File: src/rtl/mem_stage_pkg.sv
// Shared definitions for the MEM stage: bus widths, exception codes and the
// EXE->MEM bus layout as a packed struct.
package mem_stage_pkg;

   localparam int ES_TO_MS_BUS_WD = 171;
   localparam int MS_TO_WS_BUS_WD = 160;
   localparam int MS_FWD_WD       = 60;

   localparam logic [5:0] ECODE_INT = 6'h00;
   localparam logic [5:0] ECODE_PIL = 6'h01;
   localparam logic [5:0] ECODE_ADE = 6'h08;
   localparam logic [5:0] ECODE_ALE = 6'h09;
   localparam logic [5:0] ECODE_SYS = 6'h0b;
   localparam logic [5:0] ECODE_BRK = 6'h0c;
   localparam logic [5:0] ECODE_INE = 6'h0d;

   typedef struct packed {
      logic ld_w;
      logic ld_b;
      logic ld_bu;
      logic ld_h;
      logic ld_hu;
   } ld_type_t;

   typedef struct packed {
      logic        st_w;
      logic        rdcntid;
      logic        ertn;
      logic        esubcode;
      logic [5:0]  ecode;
      logic        ex;
      logic        csr_re;
      logic [13:0] csr_num;
      logic [31:0] wvalue;
      logic [31:0] wmask;
      logic        csr_we;
      logic [1:0]  addr_lo;
      ld_type_t    ld;
      logic        st_b;
      logic        st_h;
      logic        res_from_mem;
      logic        gr_we;
      logic [4:0]  dest;
      logic [31:0] result;
      logic [31:0] pc;
   } es_bus_t;

   // Any load or store: such an op has a data-SRAM request in flight unless it carries ex.
   function automatic logic is_mem_op(input es_bus_t b);
      return b.res_from_mem | b.st_b | b.st_h | b.st_w;
   endfunction

endpackage

File: src/rtl/mem_stage_load_align.sv
// mem_load_align: selects the addressed byte/halfword of a load word and
// sign- or zero-extends it to 32 bits (purely combinational).
module mem_load_align
   import mem_stage_pkg::*;
(
   input  logic [1:0]  addr_lo,
   input  ld_type_t    ld,
   input  logic [31:0] word,
   output logic [31:0] result
);

   logic [31:0] shifted;

   assign shifted = word >> {addr_lo, 3'b000};

   // Extension select; a plain word load takes the shifted word as-is.
   always_comb begin
      result = shifted;
      if (ld.ld_b) begin
         result = {{24{shifted[7]}}, shifted[7:0]};
      end else if (ld.ld_bu) begin
         result = {24'h000000, shifted[7:0]};
      end else if (ld.ld_h) begin
         result = {{16{shifted[15]}}, shifted[15:0]};
      end else if (ld.ld_hu) begin
         result = {16'h0000, shifted[15:0]};
      end else begin
         result = shifted;
      end
   end

endmodule

File: src/rtl/mem_stage.sv
// MEM pipeline stage: holds one EXE op, waits for its data-SRAM response,
// aligns load data and discards responses orphaned by a flush.
// Optional macro MS_LOAD_FWD_EN: forward aligned load data to ID from MEM.
module mem_stage
   import mem_stage_pkg::*;
(
   input  logic                       clk,
   input  logic                       reset,
   input  logic                       final_ex,
   input  logic                       back_ertn_flush,
   input  logic                       ws_allowin,
   output logic                       ms_allowin,
   input  logic                       es_to_ms_valid,
   input  logic [ES_TO_MS_BUS_WD-1:0] es_to_ms_bus,
   output logic                       ms_to_ws_valid,
   output logic [MS_TO_WS_BUS_WD-1:0] ms_to_ws_bus,
   input  logic                       data_sram_data_ok,
   input  logic [31:0]                data_sram_rdata,
   output logic [MS_FWD_WD-1:0]       ms_forward,
   output logic                       ms_ertn_flush,
   output logic                       ms_ex,
   output logic                       ms_to_es_valid
);

   es_bus_t     bus_in;
   es_bus_t     ms_bus;
   logic        ms_valid;
   logic        buf_vld;
   logic [31:0] rdata_buf;
   logic [1:0]  drop_cnt;
   logic [1:0]  drop_cnt_next;

   logic        flush;
   logic        mem_wait;
   logic        data_ok_use;
   logic        ms_ready_go;
   logic        inc_wait;
   logic        inc_hand;
   logic        dec_drop;
   logic [31:0] load_word;
   logic [31:0] load_data;
   logic [31:0] final_result;
   logic [31:0] fwd_result;
   logic        data_vld;

   assign bus_in      = es_to_ms_bus;
   assign flush       = final_ex | back_ertn_flush;
   assign mem_wait    = ms_valid & is_mem_op(ms_bus) & ~ms_bus.ex;
   assign data_ok_use = data_sram_data_ok & (drop_cnt == 2'd0);
   assign ms_ready_go = ~mem_wait | buf_vld | data_ok_use;
   assign ms_allowin  = ~ms_valid | (ms_ready_go & ws_allowin);
   assign ms_to_ws_valid = ms_valid & ms_ready_go;
   assign ms_to_es_valid = ms_valid;
   assign ms_ex          = ms_valid & ms_bus.ex;
   assign ms_ertn_flush  = ms_valid & ms_bus.ertn;

   // Stage valid bit; a flush wins over any handoff from EXE.
   always_ff @(posedge clk) begin
      if (reset) begin
         ms_valid <= 1'b0;
      end else if (flush) begin
         ms_valid <= 1'b0;
      end else if (ms_allowin) begin
         ms_valid <= es_to_ms_valid;
      end else begin
         ms_valid <= ms_valid;
      end
   end

   // Latch the EXE bus on every accepted handoff.
   always_ff @(posedge clk) begin
      if (reset) begin
         ms_bus <= '0;
      end else if (es_to_ms_valid & ms_allowin) begin
         ms_bus <= bus_in;
      end else begin
         ms_bus <= ms_bus;
      end
   end

   // Response buffer: data_ok cannot be stalled, so park it while WB is busy.
   always_ff @(posedge clk) begin
      if (reset) begin
         buf_vld   <= 1'b0;
         rdata_buf <= 32'h0000_0000;
      end else if (flush) begin
         buf_vld   <= 1'b0;
         rdata_buf <= rdata_buf;
      end else if (buf_vld & ms_to_ws_valid & ws_allowin) begin
         buf_vld   <= 1'b0;
         rdata_buf <= rdata_buf;
      end else if (data_ok_use & mem_wait & ~buf_vld & ~ws_allowin) begin
         buf_vld   <= 1'b1;
         rdata_buf <= data_sram_rdata;
      end else begin
         buf_vld   <= buf_vld;
         rdata_buf <= rdata_buf;
      end
   end

   // Orphaned requests: the waiting op being flushed, and an EXE request handed
   // over in the flush cycle that therefore never becomes valid in MEM.
   always_comb begin
      inc_wait = flush & mem_wait & ~buf_vld & ~data_ok_use;
      inc_hand = flush & es_to_ms_valid & ms_allowin & is_mem_op(bus_in) & ~bus_in.ex;
      dec_drop = data_sram_data_ok & (drop_cnt != 2'd0);
      drop_cnt_next = drop_cnt + {1'b0, inc_wait} + {1'b0, inc_hand} - {1'b0, dec_drop};
   end

   // Count of late responses still to be discarded.
   always_ff @(posedge clk) begin
      if (reset) begin
         drop_cnt <= 2'd0;
      end else begin
         drop_cnt <= drop_cnt_next;
      end
   end

   assign load_word = buf_vld ? rdata_buf : data_sram_rdata;

   mem_load_align u_align (
      .addr_lo (ms_bus.addr_lo),
      .ld      (ms_bus.ld),
      .word    (load_word),
      .result  (load_data)
   );

   // An ex'd load has no data; its result field carries the bad address.
   assign final_result = (ms_bus.res_from_mem & ~ms_bus.ex) ? load_data : ms_bus.result;

`ifdef MS_LOAD_FWD_EN
   assign data_vld   = ms_bus.res_from_mem ? ms_ready_go : 1'b1;
   assign fwd_result = final_result;
`else
   assign data_vld   = ~ms_bus.res_from_mem;
   assign fwd_result = ms_bus.result;
`endif

   assign ms_to_ws_bus = {ms_bus.rdcntid, ms_bus.ertn, ms_bus.esubcode, ms_bus.ecode,
                          ms_bus.ex, ms_bus.csr_re, ms_bus.csr_num, ms_bus.wvalue,
                          ms_bus.wmask, ms_bus.csr_we, ms_bus.gr_we, ms_bus.dest,
                          final_result, ms_bus.pc};

   assign ms_forward = {ms_bus.csr_re & ms_valid, ms_bus.csr_re, ms_bus.csr_num,
                        ms_bus.csr_we, ms_bus.ertn, ms_bus.ex, ms_bus.res_from_mem,
                        data_vld, fwd_result, ms_bus.dest, ms_bus.gr_we, ms_valid};

endmodule
File: config.mk
export PLATFORM = sky130hd
export DESIGN_NAME = mem_stage
export DESIGN_NICKNAME = d
export VERILOG_FILES = /design/src/rtl/mem_stage_pkg.sv /design/src/rtl/mem_stage_load_align.sv /design/src/rtl/mem_stage.sv
export SDC_FILE = /design/constraint.sdc
export NUM_CORES = 1
export LEC_CHECK = 0
export ABC_AREA = 1
export ABC_CLOCK_PERIOD_IN_PS = 2000
export BUFFER_PORTS_ARGS = -buffer_cell sky130_fd_sc_hd__buf_4
export CAP_MARGIN = 20
export CORE_MARGIN = 2
export CORE_UTILIZATION = 40
export DETAILED_ROUTE_END_ITERATION = 8
export GPL_ROUTABILITY_DRIVEN = 0
export PLACE_DENSITY = 0.69
export SLEW_MARGIN = 30
export SYNTH_ARGS = -nofsm -noshare
export SYNTH_HDL_FRONTEND = slang
export SYNTH_SLANG_ARGS = --single-unit
File: constraint.sdc
create_clock -name clk -period 2 [get_ports clk]
set_input_delay 0.1 -clock clk [delete_from_list [all_inputs] [get_ports clk]]
set_output_delay 0.1 -clock clk [all_outputs]
set_load 0.02 [all_outputs]
Word level (Yosys, flattened, before mapping)
Index checks and enable logic that the tools add are counted.
{"block": "op_classes", "n_addsub": 3, "shifts": 1, "n_mux": 6, "bitwise": 43, "n_reduce_logical": 5}
{"cell": "$mux 32", "n": 6}
{"cell": "$shr 32x5->32", "n": 1}
{"cell": "$and 1x1->1", "n": 23}
{"cell": "$not 1->1", "n": 10}
{"cell": "$or 1x1->1", "n": 10}
{"cell": "$add 2x1->2", "n": 2}
{"cell": "$reduce_and 3->1", "n": 1}
{"cell": "$reduce_or 3->1", "n": 1}
{"cell": "$logic_not 2->1", "n": 1}
{"cell": "$reduce_bool 2->1", "n": 1}
{"cell": "$reduce_or 2->1", "n": 1}
{"cell": "$sub 2x1->2", "n": 1}
{"block": "word_totals", "regBits": 206, "inputBits": 210, "out_inout_bits": 225, "elab_cells": 85}

Longest topological paths before layout
Gate-level depths: netlist (run 1).
{"block": "depth", "ltp_word": 15, "depth_mapped": 12, "ltp_nobuf": 11}

By module
A second synthesis (run 1) with hierarchy kept.
{"block": "unflattened", "hier_cells": 1874, "hier_area_um2": 12214.2}
{"module": "mem_stage", "n_inst": 1, "cells_per_inst": 1669, "area_each_um2": 11215.8, "seq_area_each_um2": 4144.0}
{"module": "mem_load_align", "n_inst": 1, "cells_per_inst": 205, "area_each_um2": 998.5, "seq_area_each_um2": 0.0}

Worst setup path before layout (run 1)
OpenSTA, ideal clock, no wires.
{"block": "synth_timing", "path_type": "register -> register", "start": "register ms_valid, in the netlist ms_to_es_valid", "end": "register drop_cnt[1]", "setup_time_ns": 0.120, "arrival_time_ns": 2.148, "t_required_ns": 1.880, "slack_ns": -0.268, "path_stages_with_launch": 13, "n_path_buf": 1, "period_less_slack_ns": 2.268, "cell_sequence": "dfxtp_1 inv_2 nor3_4 nand3_2 nand2_2 nand2_4 buf_2 nand3_1 nor3_1 fa_1 xor2_1 o21ai_0 a21oi_1"}
{"block": "synth_via", "elab_chain_len": 12, "word_cells_on_any_way": 17, "cone_classes": "3 x add/sub; 14 x bitwise"}
{"element": "start: declaration", "line": "mem_stage.sv:27", "text": "logic ms_valid;"}
{"element": "start signal: assignment", "line": "mem_stage.sv:64", "text": "ms_valid <= es_to_ms_valid;"}
{"element": "start signal: assignment", "line": "mem_stage.sv:66", "text": "ms_valid <= ms_valid;"}
{"element": "$and 1x1->1 (2 in series)", "line": "mem_stage.sv:48", "text": "assign mem_wait = ms_valid & is_mem_op(ms_bus) & ~ms_bus.ex;"}
{"element": "$not 1->1", "line": "mem_stage.sv:50", "text": "assign ms_ready_go = ~mem_wait | buf_vld | data_ok_use;"}
{"element": "$or 1x1->1 (2 in series)", "line": "mem_stage.sv:50"}
{"element": "$and 1x1->1", "line": "mem_stage.sv:51", "text": "assign ms_allowin = ~ms_valid | (ms_ready_go & ws_allowin);"}
{"element": "$or 1x1->1", "line": "mem_stage.sv:51"}
{"element": "$and 1x1->1 (3 in series)", "line": "mem_stage.sv:105", "text": "inc_hand = flush & es_to_ms_valid & ms_allowin & is_mem_op(bus_in) & ~bus_in.ex;"}
{"element": "$add 2x1->2 *", "line": "mem_stage.sv:107", "text": "drop_cnt_next = drop_cnt + {1'b0, inc_wait} + {1'b0, inc_hand} - {1'b0, dec_drop};"}
{"element": "$sub 2x1->2 *", "line": "mem_stage.sv:107"}
{"element": "end signal: assignment", "line": "mem_stage.sv:115", "text": "drop_cnt <= drop_cnt_next;"}
{"element": "end: declaration", "line": "mem_stage.sv:30", "text": "logic [1:0] drop_cnt;"}
Every way passes the cells marked *; elsewhere a longest branch is shown, timed or not.
A chain may end at the register's enable or synchronous reset.

Worst setup path in the final report (run 1)
{"block": "layout_timing", "start": "register buf_vld", "end": "output port ms_to_ws_bus[40]"}
{"block": "layout_via", "elab_chain_len": 7}
{"element": "start: declaration", "line": "mem_stage.sv:28", "text": "logic buf_vld;"}
{"element": "start signal: assignment", "line": "mem_stage.sv:96", "text": "buf_vld <= buf_vld;"}
{"element": "$mux 32 *", "line": "mem_stage.sv:119", "text": "assign load_word = buf_vld ? rdata_buf : data_sram_rdata;"}
{"element": "$shr 32x5->32 *", "line": "mem_stage_load_align.sv:14", "text": "assign shifted = word >> {addr_lo, 3'b000};"}
{"element": "$mux 32", "line": "mem_stage_load_align.sv:25", "text": "end else if (ld.ld_hu) begin"}
{"element": "$mux 32", "line": "mem_stage_load_align.sv:23", "text": "end else if (ld.ld_h) begin"}
{"element": "$mux 32", "line": "mem_stage_load_align.sv:21", "text": "end else if (ld.ld_bu) begin"}
{"element": "$mux 32 *", "line": "mem_stage_load_align.sv:19", "text": "if (ld.ld_b) begin"}
{"element": "$mux 32 *", "line": "mem_stage.sv:129", "text": "assign final_result = (ms_bus.res_from_mem & ~ms_bus.ex) ? load_data : ms_bus.result;"}
{"element": "end: declaration", "line": "mem_stage.sv:16", "text": "output logic [MS_TO_WS_BUS_WD-1:0] ms_to_ws_bus,"}
Marked as above.

==> results of run 1 <==
[critical path, cell delays in order (launching register included)]
cell and delay [ps]:
dfxtp_4 440, buf_12 160, clkbuf_16 150, nand2_1 80, nand2_1 70, a21oi_1 50, o21ai_0 130, nand2_1 140
a21oi_2 210, buf_4 170
[cell families (layout without fill, tap and decap cells)]
logic type	after synthesis	in the layout	synth area share (%)
AOI/OAI and AO/OA	288	288	12.2
other	0	2	0
xor gates and xnor gates	1	1	0.0738
buffers and inverters	515	947	23.4
and+or+nand+nor	817	818	29.3
DFF	206	206	34.7
adders and majority gates	2	2	0.274
[synth_stat cells, types with 2 or more instances]
cell,count
inv_1,191
clkinv_1,4
dfxtp_1,206
or2_2,8
nand3_2,2
clkbuf_1,66
nor3_1,3
o21ai_1,6
buf_2,25
buf_4,190
nor4_1,26
a21oi_1,225
nand2_2,2
inv_2,2
buf_1,23
nand4_1,2
nor2_1,241
buf_6,13
nand2_1,309
nand3_1,220
o21ai_0,55
o21a_1,2
[final timing paths]
kind | start | end | slack [ps]
worst max-delay path | buf_vld | ms_to_ws_bus[40] | -230
worst min-delay path | data_sram_data_ok | drop_cnt[1] | 270
worst max register to register | buf_vld | ms_to_ws_bus[25] | -30
worst min register to register | rdata_buf[2] | rdata_buf[2] | 480
[layout make-up]
cell class	instances	area, um^2	share of cell area [%]
antenna	2	5.00	0.0277
clock buffer	38	764	4.23
clock inverter	4	70.1	0.388
inverter	197	767	4.25
multi-input combinational	1109	5630	31.2
sequential	206	4130	22.9
tap	390	488	2.70
timing repair buffer	708	6200	34.3
[power by group]
group          internal [mW]  switching [mW]  total (mW)  leakage (nW)
clock network           2.86            1.78        4.63         0.414
registers               4.38           0.215        4.59          1.71
logic                   1.60            1.85        3.45          6.99
[state kept, by name (all words and copies together) (netlist names)]
name / cells
ms_forward: 25
ms_bus: 9
fwd_result: 32
ms_to_ws_bus: 104
ms_to_es_valid: 1
rdata_buf: 32
drop_cnt: 2
buf_vld: 1
[timing repair]
action,in CTS,in global routing
endpoints found under the setup margin,33,44
pin swaps,5,49
hold buffers,219,0
buffers inserted,3,20
endpoints found under the hold margin,205,0
gates resized for setup,32,195
gates cloned,1,6
[per-stage QoR]
step,power [mW],hold slack [ps]
6_report,12.7,267
3_5_place_dp,7.42,310
4_1_cts,12.5,205
2_1_floorplan,6.54,171
5_1_grt,13.2,281
3_3_place_gp,7.37,303
[layer usage]
layer / track usage, % / share of wire [%] / vias to the layer above / wire (um)
li1: - / - / 6446 / -
met1: 28.4 / 39 / 5987 / 16100
met2: 42.3 / 49 / 573 / 20300
met3: 4.95 / 6.5 / 162 / 2700
met4: 11.9 / 5.6 / 2 / 2310
met5: 0 / 0.027 / - / 11
[cell usage in the layout, fill, tap and decap left out, types with 4 or more instances in the layout]
master / count
buf_4: 458
nand2_1: 275
nor2_1: 239
dlygate4sd3_1: 209
dfxtp_1: 202
nand3_1: 192
inv_1: 189
a21oi_1: 183
a21oi_2: 35
nand2_2: 31
clkbuf_16: 29
nor4_1: 26
nand3_2: 25
o21ai_1: 25
o21ai_0: 25
buf_6: 17
buf_12: 14
clkbuf_8: 9
a21oi_4: 7
nand3_4: 6
or2_4: 6
o21ai_4: 6
o21ai_2: 5
nand2_4: 4
clkbuf_1: 4
buf_8: 4
==> summary.txt, run 1 <==
Placed design
  – IO Port Bufs: 433
  – DP Wirelength: 25.5 mm
  – Place WS: 38.5 ps
  – Placed cell areas: 14000 um^2
  – Post-Place Cells: 2371

Worst setup path
  – Kind of start point of the critical path: register
  – Crit path capture type: output port
  – Reg2Reg Depth: 10
  – Setup Crit Path Kind: reg -> out
  – CP required: 1900 ps
  – WP data arrival: around 2100 ps
  – Crit path max fanout: 8

Synth
  – Area share of the largest cell type after synthesis: about a third
  – Synthesized net count: 2041
  – Post-synth top area cell: dfxtp_1
  – Synthesized flop and latch total: 206
  – Async set-reset flop share out of synthesis: 0%
  – Avg Inst Size Synth: 6.49 um^2
  – Library cells used by synthesis: 30
  – Largest cells by area after synthesis: dfxtp_1 (35%), buf_4 (12%), nand2_1 (9.8%)
  – Synth Flop Type: dfxtp_1
  – Total number of yosys warnings: 0
  – Post-synthesis sequential area ratio: 34.7%
  – Synth Cell Area: 11900 um^2
  – Count of flip-flops with a built-in enable after synthesis: 0
  – Synth Instances: 1829

Drt
  – Initial DRC count: 1036
  – WL/cell: approximately 16 um
  – DRC viols: 0
  – Vias per cell: ~5.0
  – Routed via count: 13200
  – Routed Antenna Nets: 0
  – Total Wirelength: 41.4 mm
  – Initial DRT Pass Iterations: 5

Layout
  – Nets: 2459
  – Fin util: between 60% and 70%
  – Final instance area: 18100 um^2
  – Fraction of layout cells with a size suffix above 1: 30.2%
  – # fillers: about 2500
  – Layout area overhead: 52.1%
  – Final Instance Count excl. Fillers: between 2000 and 3000

Timing
  – Final cycle utilization of the critical path: 112%
  – Worst setup margin: -232 ps
  – Final min period: 2230 ps
  – Hold Vio Cnt, Final: 0
  – Setup tns final: -4350 ps
  – Relative slew slack: 40.3%
  – Endpoints failing setup: 34
  – Worst-margin pin slew: 896 ps
  – F_max: 448 MHz
  – Skew final: roughly 9.5 ps
  – RSZ-0062 raised after global routing: true
  – Pins over their slew limit: 0

Floorplanning
  – Die area: 31100 um^2
  – Die Y: approximately 180 um
  – Num ports: 435
  – Core footprint: 29400 um^2
  – Die width: 176 um
  – Site Rows: 63
  – Initial core utilization: 40.4%

GRT
  – Tot GR Track Use: 24.3%
  – Gr ovfl total: 0
  – Antenna violations before repair: 2
  – First-pass GRT wire length: 61.9 mm
  – Vias in the first global route: 12300
  – Largest net degree at the start of global routing: 195

Clocking
  – Cts bufs inserted: 25
  – CTS tree: yes
  – Clock slew seen by the registers of the worst setup and hold paths: 60 ps
  – H-tree depth: 1
  – Root buf cell: clkbuf_16
  – Clock latency on the worst-skew pair: about 520 ps
  – Buffer levels on the longest clock path: 3
  – Clock sink count: 206

Status
  – Failing checks: negative setup slack
  – Status: complete, but fails checks

Power and ir drop
  – Power per standard cell area: 702 nW/um^2
  – VDD IR max: 528 uV
  – Leak pwr: between 9 and 10 nW

Hold path
  – Hold Crit Depth: 5
  – Worst Hold Class: in -> reg

Run
  – Max-cap violations: 0
Power figures use the tool's default switching activity.
==> inputs of run 2 (changes only) <==
CORE_AREA = 2 2 169 171   (was not set)
CORE_MARGIN = not set   (was 2)
CORE_UTILIZATION = not set   (was 40)
DIE_AREA = 0 0 171 173   (was not set)
PLACE_DENSITY = 0.74   (was 0.69)
==> summary.txt, run 2 (same netlist as run 1, synthesis figures left out) <==
Layout
  – Max reg flops: 104 (unchanged)
  – Commonest non-fill, non-tap cells in the layout: buf_4 (446), nand2_1 (289), nor2_1 (238)
  – Fraction of layout cells with a size suffix above 1: 29.6% (-0.69 points)
  – Nets: 2453 (-0.24%)
  – # fillers: 2161 (-12%)
  – Commonest non-fill, non-tap cell in the layout: buf_4
  – Layout area overhead: 51.6%
  – Final instance area: 18000 um^2 (-0.34%)
  – Final Instance Count excl. Fillers: 2640 (-0.53%)
  – Fin util: 65.1% (+3.7 points)

Floorplanning
  – Die area: 29600 um^2 (-4.8%)
  – Initial core utilization: 43.0% (+2.6 points)
  – Die Y: 173 um (-1.9%)
  – Num ports: 435 (unchanged)
  – Site Rows: 61 (-3.2%)
  – Core footprint: 27600 um^2 (-6.0%)
  – Die width: 171 um (-3.0%)

Drt
  – Total Wirelength: 43.0 mm (+3.9%)
  – Routed Antenna Nets: 0 (unchanged)
  – Routed via count: 13600 (+3.0%)
  – Initial DRC count: 1193 (+15%)
  – Initial DRT Pass Iterations: 6 (+1)
  – Vias per cell: 5.14 (+3.5%)
  – DRC viols: 0 (unchanged)
  – WL/cell: 16.3 um (+4.5%)

Status
  – Status: complete, but fails checks
  – Failing checks: negative setup slack

Placed design
  – Post-Place Cells: 2368 (-0.13%)
  – DP Wirelength: 25.8 mm (+1.3%)
  – Placed cell areas: 14100 um^2 (+0.87%)
  – IO Port Bufs: 433 (unchanged)

GRT
  – Vias in the first global route: 12600 (+2.7%)
  – First-pass GRT wire length: 64.4 mm (+3.9%)
  – Antenna violations before repair: 6 (+4)
  – Largest net degree at the start of global routing: 131 (-33%)
  – Gr ovfl total: 0 (unchanged)
  – Tot GR Track Use: 26.6% (+2.3 points)

Hold path
  – Worst Hold Class: in -> reg
  – Min-delay src: es_to_ms_valid
  – Hold Crit Depth: 3 (-2)
  – WHS Endpoint: ms_to_ws_bus[108]

Clocking
  – Clock slew seen by the registers of the worst setup and hold paths: 60 ps (about the same)
  – Clock latency on the worst-skew pair: 530 ps (about the same)
  – Buffer levels on the longest clock path: 3 (unchanged)
  – H-tree depth: 1 (unchanged)
  – CTS tree: yes
  – Cts bufs inserted: 25 (unchanged)
  – Clock sink count: 206 (unchanged)
  – Root buf cell: clkbuf_16

Timing
  – RSZ-0062 raised after global routing: true
  – F_max: 446 MHz (-0.39%)
  – Final cycle utilization of the critical path: 112% (+0.44 points)
  – Skew final: 6.48 ps (-3.01 ps)
  – Worst setup margin: -241 ps (-8.77 ps)
  – Hold Vio Cnt, Final: 0 (unchanged)
  – Relative slew slack: 64.7% (+24 points)
  – Worst-margin pin slew: 530 ps (-366 ps)
  – Final min period: 2240 ps (+8.77 ps)
  – Endpoints failing setup: 34 (unchanged)
  – Pins over their slew limit: 0 (unchanged)

Worst setup path
  – Worst R2R Setup Slack: -20 ps (about the same)
  – Reg2Reg Depth: 11 (+1)
  – Setup Crit Path Kind: reg -> out
  – WP data arrival: 2140 ps (about the same)
  – CP startpoint: buf_vld
  – Crit path capture type: output port
  – Reg-to-Reg End: drop_cnt[1]
  – Kind of start point of the critical path: register
  – CP required: 1900 ps (about the same)
  – Crit path max fanout: 8 (unchanged)
  – Worst r2r src: buf_vld

Power and ir drop
  – Leak pwr: 9.09 nW (-0.23%)
  – Power per standard cell area: 697 nW/um^2 (-0.75%)
  – VDD IR max: 628 uV (+19%)

Run
  – Max-cap violations: 0 (unchanged)
[run 2: worst max-delay path by stage]
stage / endpoint / depth (start not counted) / slack (ps)
floorplan: drop_cnt[1] / 12 / 10
global placement: ms_to_ws_bus[48] / 8 / 100
detailed placement: ms_to_ws_bus[53] / 8 / 60
CTS: ms_to_ws_bus[61] / 9 / -180
global route: ms_to_ws_bus[61] / 8 / -310
finish: ms_to_ws_bus[61] / 8 / -240
[run 2: repair_timing]
action                     in CTS  in global routing
pin swaps                       3                 37
gates cloned                    3                  2
hold buffers                  207                  0
setup endpoints to repair      33                 35
resized for setup              90                128
buffers inserted                5                  9
hold endpoints to repair      205                  0
[run 2: per-stage QoR]
| step | hold slack [ps] | total power, mW | worst slack, ps | TNS [ps] |
|---|---|---|---|---|
| floorplan | 171 | 6.54 | 13.8 | 0 |
| global placement | 306 | 7.38 | 102 | 0 |
| detailed placement | 315 | 7.43 | 57.7 | 0 |
| CTS | 12.4 | 12.3 | -175 | -3650 |
| global route | 54.6 | 13.0 | -307 | -6930 |
| finish | 35.8 | 12.5 | -241 | -3860 |
[run 2: worst max-delay path, cell delays in order, from the launching register on]
cell and delay [ps]:
dfxtp_4 440, buf_12 160, nand2_4 70, nand2_4 80
nand3_4 120, nand3_4 210, nand2_1 130, a21oi_2 220
buf_4 170
[run 2: layout make-up]
class	count	area (um^2)	area share, %
inverter	197	767	4.26
sequential	206	4140	23.0
tap	378	473	2.63
multi-input combinational	1109	5610	31.2
antenna	5	12.5	0.0695
timing repair buffer	702	6210	34.5
clock inverter	11	87.6	0.487
clock buffer	32	703	3.91
[run 2: layer usage]
layer | global-route usage [%] | part of all wire [%] | vias to the layer above
li1 | - | - | 6446
met1 | 30.1 | 37 | 6109
met2 | 44.8 | 48 | 757
met3 | 5.88 | 8.0 | 245
met4 | 16.9 | 7.2 | 2
met5 | 0 | 0.030 | -
[run 2: where the power goes]
part           internal [mW]  switching, mW  total (mW)
combinational           1.62           1.92        3.53
sequential              4.38          0.205        4.58
clock                   2.60           1.82        4.42
==> inputs of run 3 (changes only) <==
SKIP_LAST_GASP = 1   (was not set)
==> summary.txt, run 3 (same netlist as run 1, synthesis figures left out) <==
Status
  – Status: complete, but fails checks
  – Failing checks: negative setup slack

Timing
  – Worst hold slack: 39.6 ps (+3.72 ps)
  – RSZ-0062 raised after global routing: true
  – Relative slew slack: 63.9% (-0.80 points)
  – Hold Vio Cnt, Final: 0 (unchanged)
  – Endpoints failing setup: 34 (unchanged)
  – Final min period: 2220 ps (-19.9 ps)
  – F_max: 450 MHz (+0.90%)
  – Worst setup margin: -221 ps (+19.9 ps)
  – Worst-margin pin slew: 542 ps (+12.0 ps)
  – Final cycle utilization of the critical path: 111% (-1.0 points)
  – Pins over their slew limit: 0 (unchanged)
  – Setup tns final: -4160 ps (-302 ps)
  – Skew final: 7.22 ps (+0.747 ps)

Power and ir drop
  – Power per standard cell area: 696 nW/um^2 (about the same)
  – Leak pwr: 9.07 nW (-0.18%)
  – VDD IR max: 628 uV (about the same)

Drt
  – Vias per cell: 5.08 (-1.0%)
  – Metal3 WL: 3.22 mm (-6.6%)
  – Initial DRC count: 1287 (+7.9%)
  – Top Metal Used: met5
  – Metal2 WL: 20.3 mm (-2.4%)
  – Total Wirelength: 42.1 mm (-2.2%)
  – WL/cell: 15.9 um (-2.3%)
  – Routed Antenna Nets: 0 (unchanged)
  – Routed via count: 13400 (-0.92%)
  – Wl on met1: 15.8 mm (+0.42%)
  – DRC viols: 0 (unchanged)
  – Initial DRT Pass Iterations: 9 (+3)

GRT
  – First-pass GRT wire length: 64.1 mm (-0.47%)
  – Tot GR Track Use: 26.4% (-0.15 points)
  – Gr ovfl total: 0 (unchanged)
  – Antenna violations before repair: 5 (-1)
  – Largest net degree at the start of global routing: 131 (unchanged)
  – Vias in the first global route: 12600 (-0.35%)

Worst setup path
  – Crit path max fanout: 8 (unchanged)
  – CP startpoint: buf_vld
  – Crit path capture type: output port
  – WP data arrival: 2120 ps (-20 ps)
  – Worst r2r src: buf_vld
  – Kind of start point of the critical path: register
  – CP required: 1900 ps (about the same)
  – Setup Crit Path Kind: reg -> out

Floorplanning
  – Die area: 29600 um^2 (unchanged)
  – Num ports: 435 (unchanged)
  – Site Rows: 61 (unchanged)
  – Die width: 171 um (unchanged)
  – Core footprint: 27600 um^2 (unchanged)
  – Die Y: 173 um (unchanged)
  – Initial core utilization: 43.0% (unchanged)

Placed design
  – Post-Place Cells: 2368 (unchanged)
  – DP Wirelength: 25.8 mm (unchanged)
  – Placed cell areas: 14100 um^2 (unchanged)
  – IO Port Bufs: 433 (unchanged)

Clocking
  – Clock latency on the worst-skew pair: 530 ps (about the same)
  – Buffer levels on the longest clock path: 3 (unchanged)
  – Root buf cell: clkbuf_16
  – Clock sink count: 206 (unchanged)
  – Cts bufs inserted: 25 (unchanged)
  – H-tree depth: 1 (unchanged)
  – CTS tree: yes
  – Clock slew seen by the registers of the worst setup and hold paths: 60 ps (about the same)

Layout
  – Max reg flops: 104 (unchanged)
  – Final instance area: 17900 um^2 (-0.45%)
  – Commonest non-fill, non-tap cell in the layout: buf_4
  – # fillers: 2186 (+1.2%)
  – Reg area: 4140 um^2 (unchanged)
  – Commonest non-fill, non-tap cells in the layout: buf_4 (454), nand2_1 (295), nor2_1 (239)
  – Area of the multi-input gates: 5520 um^2 (-1.6%)
  – Final Instance Count excl. Fillers: 2643 (+0.11%)
  – Nets: 2457 (+0.16%)
  – Layout area overhead: 50.9%
  – Fraction of layout cells with a size suffix above 1: 28.9% (-0.67 points)

Run
  – Max-cap violations: 0 (unchanged)

Hold path
  – Min-delay src: es_to_ms_valid
  – Worst Hold Class: in -> reg
-- run 3: cell types whose count changed in the layout (fill, tap and decap cells not counted), moves of 3 or more --
cell	delta
buf_4	+8
nand3_1	+8
nand2_1	+6
nand3_2	-6
nand2_2	-5
a21oi_1	+3
o21ai_0	-3
-- run 3: timing repair --
| action | CTS | global route |
|---|---|---|
| endpoints found under the hold margin | 205 | 0 |
| hold buffers | 207 | 0 |
| gates resized for setup | 53 | 142 |
| setup buffers | 5 | 13 |
| cloned | 3 | 1 |
| setup endpoints to repair | 33 | 35 |
| pin swaps | 3 | 41 |
-- run 3: metal layers --
layer / GRT usage [%] / vias to the layer above
li1: - / 6451
met1: 30.2 / 6044
met2: 44.5 / 722
met3: 5.45 / 215
met4: 17.0 / 2
met5: 0 / -
-- run 3: area by class of cell --
class | instances | share of cell area (%)
diodes | 4 | 0.0559
inverters | 197 | 4.28
multi-input cells | 1109 | 30.8
flip-flops and latches | 206 | 23.1
clock inverters | 11 | 0.489
clock buffers | 32 | 3.92
well taps | 378 | 2.64
repair buffers | 706 | 34.7
-- run 3: stage by stage --
| step | setup WS (ps) | power [mW] | utilization, % |
|---|---|---|---|
| after floorplan | 13.8 | 6.54 | - |
| after global placement | 102 | 7.38 | 51.1 |
| after detailed placement | 57.7 | 7.43 | 51.1 |
| after CTS | -178 | 12.2 | 62.4 |
| after global routing | -346 | 13.0 | 64.8 |
| final | -221 | 12.5 | 64.8 |
-- run 3: worst paths after layout --
kind	to	slack [ps]	cells after the start
worst max-delay path	ms_to_ws_bus[58]	-220	8
worst min-delay path	ms_to_ws_bus[109]	40	3
worst min register to register	rdata_buf[6]	480	2
worst max register to register	drop_cnt[1]	-140	10
-- run 3: power by group --
part / switching [mW] / internal (mW)
logic: 1.87 / 1.59
registers: 0.204 / 4.38
clock network: 1.82 / 2.60
-- run 3: critical path, cell delays in order (launching register included) --
cell	delay [ps]
dfxtp_4	440
buf_12	170
nand2_2	60
nand3_1	150
nand3_4	140
nand3_4	170
nand2_1	120
a21oi_2	180
buf_4	160
